`src/rtl/cpu_pkg.sv`:
```
// Shared CPU types and constants.
// Used by the fetch stage and its next-PC mux.
package cpu_pkg;

    localparam int PC_W    = 8;
    localparam int INSTR_W = 16;
    localparam int CNT_W   = 16;

    localparam int OPC_MSB = 15;
    localparam int OPC_LSB = 12;

    localparam logic [PC_W-1:0]    RESET_PC  = 8'h00;
    localparam logic [PC_W-1:0]    PC_ONE    = 8'h01;
    localparam logic [3:0]         HALT_OPC  = 4'hF;
    localparam logic [INSTR_W-1:0] NOP_INSTR = 16'h0000;
    localparam logic [CNT_W-1:0]   CNT_MAX   = 16'hFFFF;
    localparam logic [CNT_W-1:0]   CNT_ONE   = 16'h0001;

    typedef enum logic {
        FS_RUN,
        FS_HALTED
    } fetch_state_t;

    typedef struct packed {
        logic [INSTR_W-1:0] instr;
        logic [PC_W-1:0]    pc_plus_1;
        logic               valid;
    } if_id_t;

    function automatic logic is_halt(input logic [INSTR_W-1:0] instr);
        return instr[OPC_MSB:OPC_LSB] == HALT_OPC;
    endfunction

endpackage

```
`src/rtl/if_pc_sel.sv`:
```
// Next-PC priority mux for the fetch stage.
// Order: reset, redirect, hold, increment.
module if_pc_sel
    import cpu_pkg::*;
(
    input  logic            reset,
    input  logic            redirect_valid,
    input  logic [PC_W-1:0] redirect_target,
    input  logic            hold,
    input  logic [PC_W-1:0] pc,
    output logic [PC_W-1:0] pc_next
);

    logic sel_reset;
    logic sel_redir;
    logic sel_hold;
    logic sel_inc;

    // One-hot selects so the decoder below is truly unique.
    assign sel_reset = reset;
    assign sel_redir = !reset && redirect_valid;
    assign sel_hold  = !reset && !redirect_valid && hold;
    assign sel_inc   = !reset && !redirect_valid && !hold;

    always_comb begin
        pc_next = pc;
        unique case (1'b1)
            sel_reset: pc_next = RESET_PC;
            sel_redir: pc_next = redirect_target;
            sel_hold:  pc_next = pc;
            sel_inc:   pc_next = pc + PC_ONE;
            default:   pc_next = pc;
        endcase
    end

endmodule

```
`src/rtl/if_fetch_stage.sv`:
```
// Instruction-fetch stage: PC, fetch FSM, HALT detect,
// wrong-path squash and a saturating fetch counter.
module if_fetch_stage
    import cpu_pkg::*;
(
    input  logic               clk,
    input  logic               reset,
    input  logic               stall,
    input  logic               redirect_valid,
    input  logic [PC_W-1:0]    redirect_target,
    output logic [PC_W-1:0]    imem_addr,
    input  logic [INSTR_W-1:0] imem_rdata,
    output logic [INSTR_W-1:0] IF_instruction,
    output logic [PC_W-1:0]    IF_PC_plus_1,
    output logic               IF_valid,
    output logic               halted,
    output logic [CNT_W-1:0]   fetch_count
);

    logic [PC_W-1:0]  pc;
    logic [PC_W-1:0]  pc_next;
    fetch_state_t     state;
    logic [CNT_W-1:0] cnt;
    logic             running;
    logic             advance;
    logic             hold;
    if_id_t           if_out;

    assign running = (state == FS_RUN);
    assign advance = running && !stall && !redirect_valid;
    assign hold    = !running || stall;

    if_pc_sel u_pc_sel (
        .reset           (reset),
        .redirect_valid  (redirect_valid),
        .redirect_target (redirect_target),
        .hold            (hold),
        .pc              (pc),
        .pc_next         (pc_next)
    );

    always_ff @(posedge clk) begin
        pc <= pc_next;
    end

    // HALT is only taken on an advancing fetch; a stalled or
    // squashed HALT word must not stop the machine.
    always_ff @(posedge clk) begin
        if (reset) begin
            state <= FS_RUN;
        end else if (redirect_valid) begin
            state <= FS_RUN;
        end else if (advance && is_halt(imem_rdata)) begin
            state <= FS_HALTED;
        end
    end

    always_ff @(posedge clk) begin
        if (reset) begin
            cnt <= '0;
        end else if (advance && cnt != CNT_MAX) begin
            cnt <= cnt + CNT_ONE;
        end
    end

    always_comb begin
        if_out.valid     = !reset && running && !redirect_valid;
        if_out.pc_plus_1 = pc + PC_ONE;
        if_out.instr     = if_out.valid ? imem_rdata : NOP_INSTR;
    end

    assign imem_addr      = pc;
    assign IF_instruction = if_out.instr;
    assign IF_PC_plus_1   = if_out.pc_plus_1;
    assign IF_valid       = if_out.valid;
    assign halted         = !reset && (state == FS_HALTED);
    assign fetch_count    = cnt;

endmodule
```
`config.mk`:
```
export PLATFORM = sky130hd
export DESIGN_NAME = if_fetch_stage
export DESIGN_NICKNAME = d
export VERILOG_FILES = /design/src/rtl/cpu_pkg.sv /design/src/rtl/if_pc_sel.sv /design/src/rtl/if_fetch_stage.sv
export SDC_FILE = /design/constraint.sdc
export NUM_CORES = 1
export LEC_CHECK = 0
export ABC_AREA = 0
export CAP_MARGIN = 20
export CORE_MARGIN = 4
export CORE_UTILIZATION = 40
export CTS_CLUSTER_SIZE = 28
export DETAILED_ROUTE_END_ITERATION = 10
export MAX_ROUTING_LAYER = met4
export PLACE_DENSITY_LB_ADDON = 0.05
export SLEW_MARGIN = 0
export SYNTH_ARGS = -nofsm -noshare
export SYNTH_HDL_FRONTEND = slang
export SYNTH_SLANG_ARGS = --single-unit
```
`constraint.sdc`:
```
create_clock -name clk -period 3.7 [get_ports clk]
set_input_delay 1.11 -clock clk [delete_from_list [all_inputs] [get_ports clk]]
set_output_delay 1.11 -clock clk [all_outputs]
set_load 0.05 [all_outputs]
```
== Yosys cells after proc, flatten, opt, wreduce, memory -nomap -nowiden ==
Cells that the tools add are included.
Storage, ports and cells
  input port bits: 28
  register bits after elaboration: 25
Operators by class
  add/subtract/negate cells: 2
  reductions and logical operators: 17
  equal/unequal tests: 2
  bitwise logic cells: 1
  mux-type cells: 2
Operators by type and width (count)
  $pmux W8 S3: 1
  $add A16 B1 Y16 const B: 1
  $mux W16: 1
  $ne A16 B16 Y1 const B: 1
  $logic_and A1 B1 Y1: 10
  $add A8 B1 Y8 const B: 1
  $eq A4 B4 Y1 const B: 1
  $logic_not A1 Y1: 4
  $reduce_bool A3 Y1: 1
  $reduce_or A2 Y1: 1
  $logic_or A1 B1 Y1: 1
  $not A1 Y1: 1

== Longest topological paths before layout ==
Gate-level depths: netlist of the first run.
  word-level depth: 4
  mapped depth: 6
  mapped depth without buffers: 5

== Hierarchy ==
From an unflattened synthesis of the first run, not the netlist that was laid out.
Second synthesis, totals
  cells, all modules: 193
  area, all modules: 1609.0 µm²
By module, submodules not included
  if_fetch_stage: instances 1, area an instance 1297.5 µm², cells each 143
  if_pc_sel: instances 1, area an instance 311.5 µm², cells each 50

== Worst setup path after synthesis of the first run ==
No wires, ideal clock.
  kind: input -> output
  from: input port redirect_valid
  to: output port IF_instruction[10]
  path buffers: 1
  stages on the path: 3
  slack: -24 ps
  data arrival time: 2614 ps
  cells stage by stage: nor3_1 > clkbuf_1 > and2_1
Between the ends
  cells in the longest elaborated chain, start to end: 3
Ends and longest elaborated chain
  from (decl): RTL line if_fetch_stage.sv:9  | input logic redirect_valid,
  $logic_not A1 Y1
  $logic_and A1 B1 Y1: RTL line if_fetch_stage.sv:67  | if_out.valid = !reset && running && !redirect_valid;
  named net IF_valid: RTL line if_fetch_stage.sv:15  | output logic IF_valid,
  $mux W16: RTL line if_fetch_stage.sv:69  | if_out.instr = if_out.valid ? imem_rdata : NOP_INSTR;
  to (decl): RTL line if_fetch_stage.sv:13  | output logic [INSTR_W-1:0] IF_instruction,
The timed path passes the listed nets, and every way through them passes these cells.

== Final worst setup path of the first run ==
  from: register pc[0] (netlist: imem_addr[0])
  to: output port IF_PC_plus_1[6]
Between the ends
  cells in the longest elaborated chain, start to end: 1
Ends and longest elaborated chain
  from (decl): RTL line if_fetch_stage.sv:20  | logic [PC_W-1:0] pc;
  from (signal assigned): RTL line if_fetch_stage.sv:43  | pc <= pc_next;
  $add A8 B1 Y8: RTL line if_fetch_stage.sv:68  | if_out.pc_plus_1 = pc + PC_ONE;
  to (decl): RTL line if_fetch_stage.sv:14  | output logic [PC_W-1:0] IF_PC_plus_1,
Every way passes these cells.

==> report_table.html, run 1 <==
<table>
<tr><th>Metric</th><th>Value</th></tr>
<tr><th colspan="2">Run status</th></tr>
<tr><td>Outcome</td><td>finished, final reports clean</td></tr>
<tr><th colspan="2">Layout</th></tr>
<tr><td>Layout Nets</td><td>about 280</td></tr>
<tr><td>Count of fill cells added during filler insertion</td><td>243</td></tr>
<tr><td>Number of standard cells in the layout, taps in and fillers out</td><td>between 200 and 300</td></tr>
<tr><td>Final standard cell area without fillers</td><td>2490 um2</td></tr>
<tr><td>Number of diodes added for antenna fixing</td><td>0</td></tr>
<tr><td>Signed area change from the synthesized netlist to the final layout</td><td>74.5%</td></tr>
<tr><td>Most frequent standard cell in the layout excluding fill and tap cells</td><td>clkdlybuf4s50_1</td></tr>
<tr><td>Share of the core filled with cells in the final layout</td><td>0.735</td></tr>
<tr><td>Share of layout cells above drive strength 1</td><td>0.136</td></tr>
<tr><td>Commonest non-fill, non-tap cells in the layout</td><td>clkdlybuf4s50_1 (59), buf_12 (18), dfxtp_1 (17)</td></tr>
<tr><th colspan="2">Logic synthesis</th></tr>
<tr><td>Compound-Gate Fraction of Synth Area</td><td>0.174</td></tr>
<tr><td>Post-synthesis instance area</td><td>roughly 1400 um2</td></tr>
<tr><td>Synthesis-stage register bit count</td><td>25</td></tr>
<tr><td>Avg Cell Area, Syn</td><td>8.45 um2</td></tr>
<tr><td>Async set-reset flop share out of synthesis</td><td>0</td></tr>
<tr><td>Arithmetic-cell share of the synthesized area counting full adders, half adders and majority gates</td><td>0.0175</td></tr>
<tr><td>Top_reg_cell synth</td><td>dfxtp_1</td></tr>
<tr><td>Number of instances in the synthesized netlist</td><td>roughly 170</td></tr>
<tr><td>Mapped Nets</td><td>199</td></tr>
<tr><td>YS warnings</td><td>0</td></tr>
<tr><td>Main combinational cell family by area after synthesis</td><td>simple AND/OR/NAND/NOR gates</td></tr>
<tr><td>Synth unique cells</td><td>34</td></tr>
<tr><td>Synthesized-area fraction occupied by xor and xnor cells</td><td>0.0368</td></tr>
<tr><td>Sequential area share after synthesis</td><td>0.407</td></tr>
<tr><td>Number of flops mapped to enable cells by yosys</td><td>8</td></tr>
<tr><td>Post-synthesis mux area share</td><td>0.0140</td></tr>
<tr><td>Simple-gate share of the synthesized area</td><td>0.324</td></tr>
<tr><th colspan="2">Clock tree</th></tr>
<tr><td>Number of buffers created by CTS</td><td>3</td></tr>
<tr><td>Insertion delay to the later sink of the worst-skew pair</td><td>330 ps</td></tr>
<tr><td>Root Buffer Master</td><td>clkbuf_4</td></tr>
<tr><td>Clock input transition at the sequential cells of the worst setup and hold paths</td><td>roughly 150 ps</td></tr>
<tr><td>TritonCTS clock tree</td><td>yes</td></tr>
<tr><td>Cts repair resizes</td><td>0</td></tr>
<tr><td>Buffers inserted by post-CTS timing repair</td><td>0</td></tr>
<tr><td>Number of hold buffers added after cts</td><td>0</td></tr>
<tr><td>Buffer levels on the longest clock path</td><td>2</td></tr>
<tr><td>Clock sink count</td><td>25</td></tr>
<tr><td>Number of H-tree levels</td><td>1</td></tr>
<tr><th colspan="2">Drt</th></tr>
<tr><td>Total wirelength of the detailed-routed design</td><td>roughly 4.5 mm</td></tr>
<tr><td>Remaining routing DRC violations</td><td>0</td></tr>
<tr><td>Wire per inst</td><td>roughly 15 um</td></tr>
<tr><td>Via count</td><td>approximately 1600</td></tr>
<tr><td>Iteration count of the initial detailed-routing pass</td><td>4</td></tr>
<tr><td>Initial DRC count</td><td>about 120</td></tr>
<tr><td>Remaining antenna violation count</td><td>0</td></tr>
<tr><td>Average via count per standard cell</td><td>about 5.4</td></tr>
<tr><th colspan="2">Timing</th></tr>
<tr><td>Setup TNS after final layout</td><td>0 ps</td></tr>
<tr><td>Final Slew Violations</td><td>0</td></tr>
<tr><td>Unrepaired setup endpoints after global routing</td><td>no</td></tr>
<tr><td>Post-route minimum period</td><td>around 3500 ps</td></tr>
<tr><td>Number of endpoints with negative hold slack in the final report</td><td>0</td></tr>
<tr><td>Clock Skews</td><td>roughly 15 ps</td></tr>
<tr><td>Endpoints failing setup</td><td>0</td></tr>
<tr><td>Portion of the clock cycle consumed by the worst path in the final layout</td><td>0.938</td></tr>
<tr><td>Slew at the pin closest to its max-slew limit</td><td>841 ps</td></tr>
<tr><td>Highest clock frequency the design can meet</td><td>slightly below 0.3 GHz</td></tr>
<tr><td>Relative slew slack</td><td>0.430</td></tr>
<tr><th colspan="2">Critical path</th></tr>
<tr><td>Crit end category</td><td>output port</td></tr>
<tr><td>List of cells traversed by the critical path</td><td>ha_1 &gt; nand3_1 &gt; o21a_1 &gt; or2_2 &gt; clkdlybuf4s50_1</td></tr>
<tr><td>Worst Path Arrival</td><td>around 2400 ps</td></tr>
<tr><td>Worst Path Required</td><td>about 2600 ps</td></tr>
<tr><td>CP Launch Type</td><td>flop</td></tr>
<tr><td>Worst-path fanout max</td><td>5</td></tr>
<tr><td>Reg-to-reg startpoint</td><td>state</td></tr>
<tr><td>Critical path type</td><td>reg2out</td></tr>
<tr><td>Longest individual stage delay on the worst path</td><td>around 700 ps</td></tr>
<tr><td>Critical Path Source</td><td>imem_addr[0]</td></tr>
<tr><td>Critical path's slowest cell</td><td>clkdlybuf4s50_1</td></tr>
<tr><th colspan="2">Global route</th></tr>
<tr><td>Peak-usage layer in the global routing report</td><td>met2</td></tr>
<tr><td>Vias in the first global route</td><td>between 1500 and 2000</td></tr>
<tr><td>Sum of overflow across all layers after global routing</td><td>0</td></tr>
<tr><td>Met3 Track Usage GR</td><td>0.0732</td></tr>
<tr><td>Initial antenna violation count</td><td>0</td></tr>
<tr><td>GR Layer Usage met2</td><td>0.355</td></tr>
<tr><td>Fraction of met1 tracks used by global routing</td><td>0.261</td></tr>
<tr><td>Pin count of the biggest net entering global routing</td><td>29</td></tr>
<tr><td>Global Route Usage Sum</td><td>0.216</td></tr>
<tr><td>First-pass GRT wire length</td><td>between 7 and 8 mm</td></tr>
<tr><th colspan="2">Die</th></tr>
<tr><td>Number of I/O pins</td><td>between 70 and 80</td></tr>
<tr><td>Die Area</td><td>about 4600 um2</td></tr>
<tr><td>Initial Util</td><td>0.421</td></tr>
<tr><td>Horizontal die dimension</td><td>67.7 um</td></tr>
<tr><td>Floorplan Core Area</td><td>3390 um2</td></tr>
<tr><td>Vertical die dimension</td><td>approximately 68 um</td></tr>
<tr><td>Number of rows in the core area</td><td>21</td></tr>
<tr><th colspan="2">Job</th></tr>
<tr><td>Maximum Capacitance Violations</td><td>0</td></tr>
<tr><th colspan="2">Placement</th></tr>
<tr><td># port buffers</td><td>slightly below 80</td></tr>
<tr><td>DP Cell Count</td><td>292</td></tr>
<tr><td>RD Place Congestion</td><td>approximately 0.83</td></tr>
<tr><td>Detail Placement HPWL</td><td>~3.6 mm</td></tr>
<tr><td>Area of placed instances</td><td>between 2000 and 2500 um2</td></tr>
<tr><th colspan="2">Worst hold path</th></tr>
<tr><td>Tightest Hold Check Type</td><td>reg2reg</td></tr>
<tr><td>Hold Path Origin</td><td>fetch_count[15]</td></tr>
<tr><th colspan="2">Pwr</th></tr>
<tr><td>Power Dens Cells</td><td>~270 nW/um2</td></tr>
<tr><td>Leakage power</td><td>0.891 nW</td></tr>
<tr><td>Peak supply drop</td><td>~0.22 mV</td></tr>
</table>
## synth_stat cells (all sizes together), types with 2 or more instances
library cell	count	share of area
nor4	2	0.0088
nor2	15	0.039
ha	2	0.018
mux2i	2	0.014
or2	3	0.013
buf	2	0.0061
dfxtp	17	0.24
a22oi	5	0.026
clkbuf	5	0.013
nand2	12	0.032
o21ai	7	0.025
edfxtp	8	0.17
and3	4	0.018
o31ai	7	0.037
xnor2	2	0.012
o21a	2	0.011
inv	3	0.0079
xor2	4	0.025
and2	16	0.070
a21oi	13	0.046
nor3	8	0.032
or4	8	0.042
or3	3	0.017
nand4	4	0.018
nand3	9	0.032
## final cells by class
cell class                      count  area (um2)  area share
Tap cell                           46        57.6      0.0231
Clock inverter                      1        7.51     0.00301
Inverter                            3        11.3     0.00452
Sequential cell                    25         581       0.233
Multi-Input combinational cell    134         808       0.324
Clock buffer                        3        22.5     0.00904
Timing Repair Buffer               84        1000       0.403
## registers in the layout, summed over array words and instances, names as in the netlist
register / count
fetch_count: 16
imem_addr: 8
state: 1
## worst max-delay path: cells and delay by family (launching register included)
kind	cells	cell delay, ps
compound gates	1	220
flops	1	470
fa+ha+maj	1	230
buf+inv	1	700
simple gates	2	420
## final timing paths
path	to	slack, ps	cells after the start
min reg2reg	fetch_count[15]	520	2
min	fetch_count[15]	520	2
max reg2reg	fetch_count[13]	1440	4
max	IF_PC_plus_1[6]	230	5
## power breakdown
part	internal [W]	switching (W)	leakage [nW]
Clock	0.0000414	0.0000890	0.0139
Sequential	0.000293	0.0000108	0.228
Combinational	0.000101	0.000133	0.648
Total	0.000435	0.000233	0.891
## cell families (layout without fill, tap and decap cells)
family | Yosys count | in the layout
buf+inv | 10 | 91
mux | 2 | 2
fa+ha+maj | 2 | 2
xor+xnor | 6 | 6
flops | 25 | 25
simple gates | 85 | 85
compound gates | 39 | 39
## stage by stage
stage | total power, W | setup slack (ps) | hold slack [ps]
2_1_floorplan | 0.000433 | 228 | 559
3_3_place_gp | 0.000541 | 267 | 473
3_5_place_dp | 0.000544 | 232 | 503
4_1_cts | 0.000671 | 217 | 526
5_1_grt | 0.000692 | 127 | 562
6_report | 0.000668 | 228 | 522
## routing by layer
layer  wire length, um  vias up
met3               374        2
met1              1900      743
li1                  -      792
met2              2240       64
met4                18        0
met5                 0        -
(Power assumes the default switching activity.)
==> inputs of run 2 (changes only) <==
GPL_TIMING_DRIVEN = 0   (was unset)
==> report_table.html, run 2 (same netlist as run 1, synthesis figures left out) <==
<table>
<tr><th>Metric</th><th>Value</th></tr>
<tr><th colspan="2">Critical path</th></tr>
<tr><td>Worst-path fanout max</td><td>8</td></tr>
<tr><td>List of cells traversed by the critical path</td><td>clkdlybuf4s50_1 &gt; nor3_4 &gt; and2_1 &gt; clkdlybuf4s15_1</td></tr>
<tr><td>Worst Path Arrival</td><td>2530 ps</td></tr>
<tr><td>Critical Path Source</td><td>redirect_valid</td></tr>
<tr><td>Critical path's slowest cell</td><td>clkdlybuf4s50_1</td></tr>
<tr><td>Critical path type</td><td>in2out</td></tr>
<tr><td>Longest individual stage delay on the worst path</td><td>about 500 ps</td></tr>
<tr><td>Crit end category</td><td>output port</td></tr>
<tr><td>Worst Path Required</td><td>~2600 ps</td></tr>
<tr><td>CP Launch Type</td><td>input pin</td></tr>
<tr><td>Reg-to-reg startpoint</td><td>state</td></tr>
<tr><th colspan="2">Layout</th></tr>
<tr><td>Commonest non-fill, non-tap cells in the layout</td><td>clkdlybuf4s50_1 (59), dfxtp_1 (17), and2_1 (16)</td></tr>
<tr><td>Final standard cell area without fillers</td><td>2250 um2</td></tr>
<tr><td>Most frequent standard cell in the layout excluding fill and tap cells</td><td>clkdlybuf4s50_1</td></tr>
<tr><td>Number of diodes added for antenna fixing</td><td>0</td></tr>
<tr><td>Layout Nets</td><td>~280</td></tr>
<tr><td>Largest register FFs</td><td>16</td></tr>
<tr><td>Signed area change from the synthesized netlist to the final layout</td><td>57.8%</td></tr>
<tr><td>Number of standard cells in the layout, taps in and fillers out</td><td>about 300</td></tr>
<tr><td>Share of layout cells above drive strength 1</td><td>0.116</td></tr>
<tr><th colspan="2">Die</th></tr>
<tr><td>Number of rows in the core area</td><td>21</td></tr>
<tr><td>Die Area</td><td>between 4000 and 5000 um2</td></tr>
<tr><td>Initial Util</td><td>0.421</td></tr>
<tr><td>Vertical die dimension</td><td>a little under 70 um</td></tr>
<tr><td>Horizontal die dimension</td><td>67.7 um</td></tr>
<tr><td>Floorplan Core Area</td><td>3390 um2</td></tr>
<tr><td>Number of I/O pins</td><td>between 70 and 80</td></tr>
<tr><th colspan="2">Timing</th></tr>
<tr><td>Highest clock frequency the design can meet</td><td>0.275 GHz</td></tr>
<tr><td>Post-route minimum period</td><td>roughly 3600 ps</td></tr>
<tr><td>Unrepaired setup endpoints after global routing</td><td>no</td></tr>
<tr><td>Portion of the clock cycle consumed by the worst path in the final layout</td><td>0.983</td></tr>
<tr><td>Slew at the pin closest to its max-slew limit</td><td>a little under 900 ps</td></tr>
<tr><td>Endpoints failing setup</td><td>0</td></tr>
<tr><td>Number of endpoints with negative hold slack in the final report</td><td>0</td></tr>
<tr><td>Final Slew Violations</td><td>0</td></tr>
<tr><td>Clock Skews</td><td>~10 ps</td></tr>
<tr><td>Relative slew slack</td><td>0.409</td></tr>
<tr><td>Setup TNS after final layout</td><td>0 ps</td></tr>
<tr><th colspan="2">Clock tree</th></tr>
<tr><td>Number of buffers created by CTS</td><td>3</td></tr>
<tr><td>Insertion delay to the later sink of the worst-skew pair</td><td>approximately 330 ps</td></tr>
<tr><td>Root Buffer Master</td><td>clkbuf_4</td></tr>
<tr><td>Buffer levels on the longest clock path</td><td>2</td></tr>
<tr><td>TritonCTS clock tree</td><td>yes</td></tr>
<tr><td>Buffers inserted by post-CTS timing repair</td><td>0</td></tr>
<tr><td>Clock input transition at the sequential cells of the worst setup and hold paths</td><td>roughly 140 ps</td></tr>
<tr><td>Clock sink count</td><td>25</td></tr>
<tr><td>Number of H-tree levels</td><td>1</td></tr>
<tr><th colspan="2">Placement</th></tr>
<tr><td># port buffers</td><td>77</td></tr>
<tr><td>RD Place Congestion</td><td>0.757</td></tr>
<tr><td>Area of placed instances</td><td>between 2000 and 2500 um2</td></tr>
<tr><td>Detail Placement HPWL</td><td>roughly 3.1 mm</td></tr>
<tr><td>DP Cell Count</td><td>between 200 and 300</td></tr>
<tr><th colspan="2">Pwr</th></tr>
<tr><td>Total Power Consumption</td><td>approximately 0.00063 W</td></tr>
<tr><td>Peak supply drop</td><td>roughly 0.17 mV</td></tr>
<tr><td>Power Dens Cells</td><td>281 nW/um2</td></tr>
<tr><td>Leakage power</td><td>~0.8 nW</td></tr>
<tr><th colspan="2">Worst hold path</th></tr>
<tr><td>Hold Path Origin</td><td>fetch_count[15]</td></tr>
<tr><td>Tightest Hold Check Type</td><td>reg2reg</td></tr>
<tr><th colspan="2">Global route</th></tr>
<tr><td>First-pass GRT wire length</td><td>around 6.4 mm</td></tr>
<tr><td>Pin count of the biggest net entering global routing</td><td>15</td></tr>
<tr><td>Global Route Usage Sum</td><td>0.185</td></tr>
<tr><td>Vias in the first global route</td><td>1421</td></tr>
<tr><td>Sum of overflow across all layers after global routing</td><td>0</td></tr>
<tr><td>Initial antenna violation count</td><td>0</td></tr>
<tr><th colspan="2">Drt</th></tr>
<tr><td>Wire per inst</td><td>13.4 um</td></tr>
<tr><td>Initial DRC count</td><td>70</td></tr>
<tr><td>Total wirelength of the detailed-routed design</td><td>3.99 mm</td></tr>
<tr><td>Iteration count of the initial detailed-routing pass</td><td>4</td></tr>
<tr><td>Via count</td><td>~1600</td></tr>
<tr><td>Remaining antenna violation count</td><td>0</td></tr>
<tr><td>Remaining routing DRC violations</td><td>0</td></tr>
<tr><td>Average via count per standard cell</td><td>between 5 and 6</td></tr>
<tr><th colspan="2">Run status</th></tr>
<tr><td>Outcome</td><td>finished, final reports clean</td></tr>
<tr><th colspan="2">Job</th></tr>
<tr><td>Maximum Capacitance Violations</td><td>0</td></tr>
</table>
==> run 2: cell types whose count changed in the layout (fill, tap and decap cells not counted), sizes merged <==
cell,before,now
buf,25,9
clkbuf,3,14
clkdlybuf4s15,0,5
clkinv,0,1
clkinvlp,1,0
dlygate4sd2,0,1
==> run 2: report_power, final <==
group / total [W] / switching [W] / internal (W)
Combinational: 0.000205 / 0.000128 / 0.0000773
Clock: 0.000126 / 0.0000849 / 0.0000406
Sequential: 0.000303 / 0.0000105 / 0.000293
==> run 2: critical path: cells and delay by family <==
kind / cells / cell delay [ps]
buffers and inverters: 2 / 1000
and+or+nand+nor: 2 / 420
==> run 2: worst paths after layout <==
path                            end  slack (ps)  depth (start not counted)
setup / recovery  IF_instruction[1]          60                          4
hold / removal      fetch_count[15]         500                          2
setup reg to reg    fetch_count[10]        1470                          4
hold reg to reg     fetch_count[15]         500                          2
==> run 2: what timing repair did <==
action                                  in CTS  in global routing
gates resized for setup                     67                  9
hold buffers                                 0                  0
endpoints found under the setup margin      18                 16
pin swaps                                    0                  1
endpoints found under the hold margin        0                  0
==> run 2: routing by layer <==
layer | vias to the layer above | track usage | share of wire
met2 | 63 | 0.286 | 0.46
met4 | 0 | 0.0228 | 0.0015
met3 | 2 | 0.0616 | 0.087
li1 | 797 | - | -
met5 | - | - | 0
met1 | 695 | 0.242 | 0.45
==> run 2: layout make-up <==
class	instances	area, um2
Buffer	7	32.5
Clock buffer	3	22.5
Clock inverter	1	5.00
Fill cell	267	1140
Inverter	3	11.3
Multi-Input combinational cell	134	820
Sequential cell	25	581
Tap cell	46	57.6
Timing Repair Buffer	78	723
==> run 2: per-stage QoR <==
stage                     hold slack (ps)   util  setup WS (ps)
final                                 502  0.664           62.7
after global routing                  530  0.664           5.11
after CTS                             507  0.665           1.04
after detailed placement              488  0.666           -788
after global placement                481  0.666           -796
after floorplan                       559      -            228
==> inputs of run 3 (changes only) <==
CTS_CLUSTER_DIAMETER = 200   (was unset)
==> results of run 3 <==
The final DEF is identical to that of run 2; final timing and power are the same.
